<file path="src/rtl/demux_reg_bank.sv">
// Routes incoming words into a bank of CHANNELS output registers, either by
// explicit select or by an auto-incrementing fill pointer, and reports when every channel is loaded.
module demux_reg_bank #(
  parameter  int WIDTH    = 8,
  parameter  int CHANNELS = 4,
  localparam int SEL_W    = (CHANNELS > 1) ? $clog2(CHANNELS) : 1
) (
  input  logic                      clk,
  input  logic                      rst_n,
  input  logic [WIDTH-1:0]          in_data,
  input  logic                      in_valid,
  output logic                      in_ready,
  input  logic [SEL_W-1:0]          sel,
  input  logic                      auto_mode,
  input  logic                      clear,
  output logic [CHANNELS*WIDTH-1:0] out_data,
  output logic [CHANNELS-1:0]       out_valid,
  output logic                      all_loaded,
  output logic [SEL_W-1:0]          wr_ptr,
  output logic                      err
);

  typedef enum logic {LOADING = 1'b0, FULL = 1'b1} state_t;

  localparam logic [SEL_W:0]   CH_COUNT = (SEL_W + 1)'(CHANNELS);
  localparam logic [SEL_W-1:0] LAST_CH  = SEL_W'(CHANNELS - 1);

  state_t               state_reg;
  logic [CHANNELS-1:0]  valid_reg;
  logic [CHANNELS-1:0]  valid_next;
  logic [CHANNELS-1:0]  wr_en;
  logic [SEL_W-1:0]     ptr_reg;
  logic [SEL_W-1:0]     tgt;
  logic                 accept;
  logic                 tgt_ok;
  logic                 overwrite;
  logic                 all_loaded_reg;
  logic                 err_reg;
  logic [WIDTH-1:0]     data_reg [CHANNELS];

  // in_ready includes rst_n so nothing can look acceptable while reset is held.
  always_comb begin
    in_ready   = rst_n && (state_reg == LOADING) && !clear;
    accept     = in_valid && in_ready;
    tgt        = auto_mode ? ptr_reg : sel;
    tgt_ok     = ({1'b0, tgt} < CH_COUNT);
    overwrite  = |(wr_en & valid_reg);
    valid_next = valid_reg | wr_en;
  end

  for (genvar gi = 0; gi < CHANNELS; gi++) begin : g_ch
    assign wr_en[gi] = accept && tgt_ok && (tgt == SEL_W'(gi));

    always_ff @(posedge clk or negedge rst_n) begin
      if (!rst_n) begin
        data_reg[gi] <= '0;
      end else if (wr_en[gi]) begin
        data_reg[gi] <= in_data;
      end
    end

    assign out_data[gi*WIDTH +: WIDTH] = data_reg[gi];
  end

  // Control: clear wins over any pending word; err is sticky until reset.
  always_ff @(posedge clk or negedge rst_n) begin
    if (!rst_n) begin
      state_reg      <= LOADING;
      valid_reg      <= '0;
      ptr_reg        <= '0;
      all_loaded_reg <= 1'b0;
      err_reg        <= 1'b0;
    end else if (clear) begin
      state_reg      <= LOADING;
      valid_reg      <= '0;
      ptr_reg        <= '0;
      all_loaded_reg <= 1'b0;
    end else if (accept) begin
      valid_reg <= valid_next;
      if (auto_mode) begin
        ptr_reg <= (ptr_reg == LAST_CH) ? '0 : ptr_reg + SEL_W'(1);
      end
      if (!tgt_ok || overwrite) begin
        err_reg <= 1'b1;
      end
      if (&valid_next) begin
        state_reg      <= FULL;
        all_loaded_reg <= 1'b1;
      end
    end
  end

  assign out_valid  = valid_reg;
  assign wr_ptr     = ptr_reg;
  assign all_loaded = all_loaded_reg;
  assign err        = err_reg;

endmodule

</file>
<file path="config.mk">
export PLATFORM = sky130hd
export DESIGN_NAME = demux_reg_bank
export DESIGN_NICKNAME = d
export VERILOG_FILES = /design/src/rtl/demux_reg_bank.sv
export SDC_FILE = /design/constraint.sdc
export NUM_CORES = 1
export LEC_CHECK = 0
export CAP_MARGIN = 25
export CORE_MARGIN = 4
export CORE_UTILIZATION = 45
export CTS_CLUSTER_SIZE = 24
export DETAILED_ROUTE_END_ITERATION = 10
export GPL_TIMING_DRIVEN = 1
export PLACE_DENSITY_LB_ADDON = 0.15
export SYNTH_ARGS = -nofsm -noshare
export SYNTH_HDL_FRONTEND = slang
export SYNTH_SLANG_ARGS = --single-unit
</file>
<file path="constraint.sdc">
create_clock -name clk -period 1.8 [get_ports clk]
set_input_delay 0.36 -clock clk [delete_from_list [all_inputs] [get_ports clk]]
set_output_delay 0.36 -clock clk [all_outputs]
set_load 0.005 [all_outputs]
</file>
# Word level (Yosys, flattened, before mapping)
# Cells that the tools add are included.
# word_totals
regBits	40
elab_cells	44
inputBits	15
out_inout_bits	41
# op_classes
n_addsub	1
eq_ne	4
n_reduce_logical	17
bitwise	4
mux	10
# op_table
cell	n
2-to-1 mux 2 bit	5
2-to-1 mux 4 bit	2
logical AND 1 bit	7
equality test 2 bit (second input constant)	3
nonzero test 2 bit	3
bitwise AND 4 bit	1
OR 4 bit	1
AND reduction 2 bit	2
AND reduction 4 bit	1
OR reduction 4 bit	1
2-to-1 mux 1 bit	3
AND reduction 3 bit	1
adder 2 x 1 -> 2 bit (second input constant)	1
equality test 2 x 1 -> 1 bit (second input constant)	1
logical NOT 2 bit	1
inverter 1 bit	2
logical NOT 1 bit	1

# Depth between registers and ports, before layout
# logic_depth
word_depth	10
ltp_mapped	8
mapped_depth_nobuf	5

# Worst setup path before layout
# OpenSTA, ideal clock, no wires.
# synth_timing
path_kind	input-to-reg
startpoint	in clear
endpoint	reg data_reg, in the netlist out_data[24]
setup_time_ns	0.125
t_arrival_ns	1.460
path_slack_ns	0.215
path_stages	6
path_buffers	2
cell_sequence	buf_6 and4bb_1 buf_6 nand2_1 nor2_4 mux2_2
# synth_between
elab_chain_cells	4
# synth_rtl
element	line_no	source
start: declaration	15	input logic clear,
logical NOT 1 bit	43	in_ready = rst_n && (state_reg == LOADING) && !clear;
logical AND 1 bit	43	
logical AND 1 bit	44	accept = in_valid && in_ready;
logical AND 1 bit	52	assign wr_en[gi] = accept && tgt_ok && (tgt == SEL_W'(gi));
end signal: indexed assignment	58	data_reg[gi] <= in_data;
end: declaration	39	logic [WIDTH-1:0] data_reg [CHANNELS];
# No other way between the ends.
# A chain may end at the register's enable or synchronous reset.

# Worst setup path in the final report
# layout_timing
startpoint	in in_valid
endpoint	reg data_reg, in the netlist out_data[23]
# layout_between
elab_chain_cells	2
# layout_rtl
element	line_no	source
start: declaration	11	input logic in_valid,
logical AND 1 bit	44	
logical AND 1 bit	52	
# No other way between the ends.

==> out/qor.txt <==
highest cell delay on the worst timing path: 450 ps
routability congestion estimate from global placement: 0.787
worst endpoint data arrival time: 1880 ps
maximum buffer depth of the clock tree: 2
total congestion overflow after global routing: 0
Leakage Power: 1.13 nW
final-report hold violation count: 0
initial cell density of the core: 48.2%
Reg power frac: 49.1%
clk sinks: 40
Worst Setup Start Kind: primary input
logic gate share of total power: 26.9%
fraction of final layout cells sized beyond drive strength 1: 28.6%
Fmax: 587 MHz
setup-violating endpoint count in the final report: 0
switching pwr: 0.593 mW
power density normalized to cell area: 947 nW/um2
number of buffer and inverter instances along the worst setup path: 3
internal power: 1.76 mW
root buffer selected by CTS: sky130_fd_sc_hd__clkbuf_8
kind of capture point of the worst setup path: flop
Placement Cell Area: 2380 um2
number of setup buffers added after CTS: 0
final core utilization: 71.5%
diode insertion count for antenna repair: 0
number of vias per cell after detailed routing: 5.09
peak supply drop: 0.519 mV
max reg flops: 32
worst setup path class: primary input to flop
synthesized netlist cell count: 132
flip-flop and latch count after synthesis: 40
number of buffers inserted during clock tree synthesis: 5
area growth from synthesis to layout: 48.5%
slew at the pin closest to its max-slew limit: 333 ps
critical-path maximum fanout: 5
Final Cycle Share: 94.6%
vias in the first global route: 1326
wire length of the first global-routing pass: 6500 um
Pins Over Slew Limit: 0
type of the tightest min-delay check: primary input to asynchronous set/reset pin
die span in x: 68.9 um
most frequent standard cell in the layout excluding fill and tap cells: sky130_fd_sc_hd__clkdlybuf4s50_1
time the worst path needs with I/O delays and setup: 1700 ps
CP required: 1980 ps
share of total power in the clock network: 24.0%
clock latency of the later-clocked register in the worst-skew pair: 290 ps
remaining number of nets flagged by the antenna check after routing: 0
floorplan die height: 68.9 um
average cell area after synthesis: 12.7 um2
post-synthesis instance area: 1670 um2
Vias: 1302
Detailed Route WL: 4050 um
CTS tree: done
count of unique library cells instantiated by Yosys: 23
RSZ-0062 raised after global routing: no
register area share after synthesis: 59.9%
antenna violations before repair: 0
Final #Nets: 225
Total Die Area: 4750 um2
maximum number of pins on one net before global-route repair: 28
CTS clk-pin slew, worst paths: 70 ps
global-route total usage across every layer: 19.5%
count of placed standard cells including taps: 249
Iteration-0 DRC Markers: 53
status: finished, final reports clean
Largest delay share family, worst path: buffers and inverters
worst clock skew on the final layout: 3.86 ps
CTS H-Tree Depth: 2
filler instances: 276
fraction of power spent switching nets: 25.2%
final std cell area, no fill: 2480 um2
Avg WL per Cell: 15.8 um
Place WS: -371 ps
floorplan row count: 21
num ports: 56
Detailed Routing Iterations Pass 1: 4
Cell Chain, Critical Path: clkdlybuf4s50_1, and4bb_1, buf_4, nand3b_1, buf_6, mux2_2
sum of net half-perimeters after detailed placement: 3140 um
post-route insts no fill: 256
max-cap violation count: 0
minimum setup slack in the final design: 96.5 ps
total of buffers placed on input and output ports: 55
net count of the mapped netlist: 147
residual DRC count: 0
cell type of the slowest stage on the worst timing path: sky130_fd_sc_hd__clkdlybuf4s50_1
most frequent cells in the layout: sky130_fd_sc_hd__clkdlybuf4s50_1, sky130_fd_sc_hd__dfrtp_1, sky130_fd_sc_hd__nand2_1, sky130_fd_sc_hd__mux2_2, sky130_fd_sc_hd__buf_4
warnings from Yosys: 0
core area: 3470 um2
remaining max-slew budget at the tightest pin: 77.8%
-- repair_timing --
action / CTS / global route
pin swaps: 0 / 1
hold buffers: 0 / 0
resized for setup: 3 / 4
endpoints found under the setup margin: 15 / 9
-- power by group through the flow --
stage | logic, mW | clock network, mW | registers (mW)
global route | 0.689 | 0.624 | 1.17
global placement | 0.624 | 0 | 1.16
finish | 0.631 | 0.565 | 1.15
floorplan | 0.174 | 0 | 1.18
CTS | 0.643 | 0.591 | 1.15
detailed placement | 0.639 | 0 | 1.17
-- metal layers --
layer / track usage (%) / up-vias / wire [um]
met4: 9.73 / 0 / 99
met2: 31.0 / 46 / 1970
met1: 23.6 / 635 / 1710
met5: 0 / - / 0
met3: 6.65 / 13 / 264
li1: - / 608 / -
-- synth_stat cells, drive strengths merged --
library cell  number  area, um2
a21oi              4       20.0
a221o              1       10.0
and4bb             1       12.5
buf                4       45.0
dfrtp             40       1000
inv                4       15.0
mux2              25        282
mux2i              2       32.5
nand2             28        105
nand3              6       35.0
nand3b             1       7.51
nor2               8       40.0
nor3b              1       7.51
o21ai              2       10.0
o221ai             1       8.76
o22ai              1       12.5
o41ai              1       8.76
xor2               2       17.5
-- kinds of logic after synthesis --
family	count (synthesis)	synth area share (%)
DFF	40	59.9
AOI/OAI and AO/OA	10	4.19
buffers and inverters	8	3.60
and+or+nand+nor	45	12.4
xor gates and xnor gates	2	1.05
muxes	27	18.8
-- cell type report --
cell class / count / area [um2] / share of cell area (%)
clock buffers: 5 / 68.8 / 2.77
clock inverters: 2 / 12.5 / 0.505
inverters: 4 / 15.0 / 0.605
multi-input cells: 84 / 622 / 25.1
flip-flops and latches: 40 / 1000 / 40.4
well taps: 46 / 57.6 / 2.32
repair buffers: 75 / 703 / 28.4
-- worst paths after layout --
kind / startpoint / to / slack, ps / depth (start not counted)
worst max-delay path: in_valid / out_data[23] / 100 / 6
worst min-delay path: rst_n / state_reg / 40 / 2
worst max register to register: state_reg / out_data[23] / 110 / 5
worst min register to register: out_data[1] / out_data[1] / 480 / 2
max in group asynchronous: rst_n / out_data[11] / 1440 / 2
min in group clk: clear / out_valid[0] / 460 / 3
-- stage by stage --
stage | setup TNS [ps] | hold WS [ps] | power (mW)
6_report | 0 | 36.2 | 2.35
5_1_grt | 0 | 57.4 | 2.49
4_1_cts | 0 | 30.5 | 2.39
3_5_place_dp | -11160 | 359 | 1.81
3_3_place_gp | -9040 | 341 | 1.79
2_1_floorplan | 0 | 64.4 | 1.35
(Power assumes the default switching activity.)
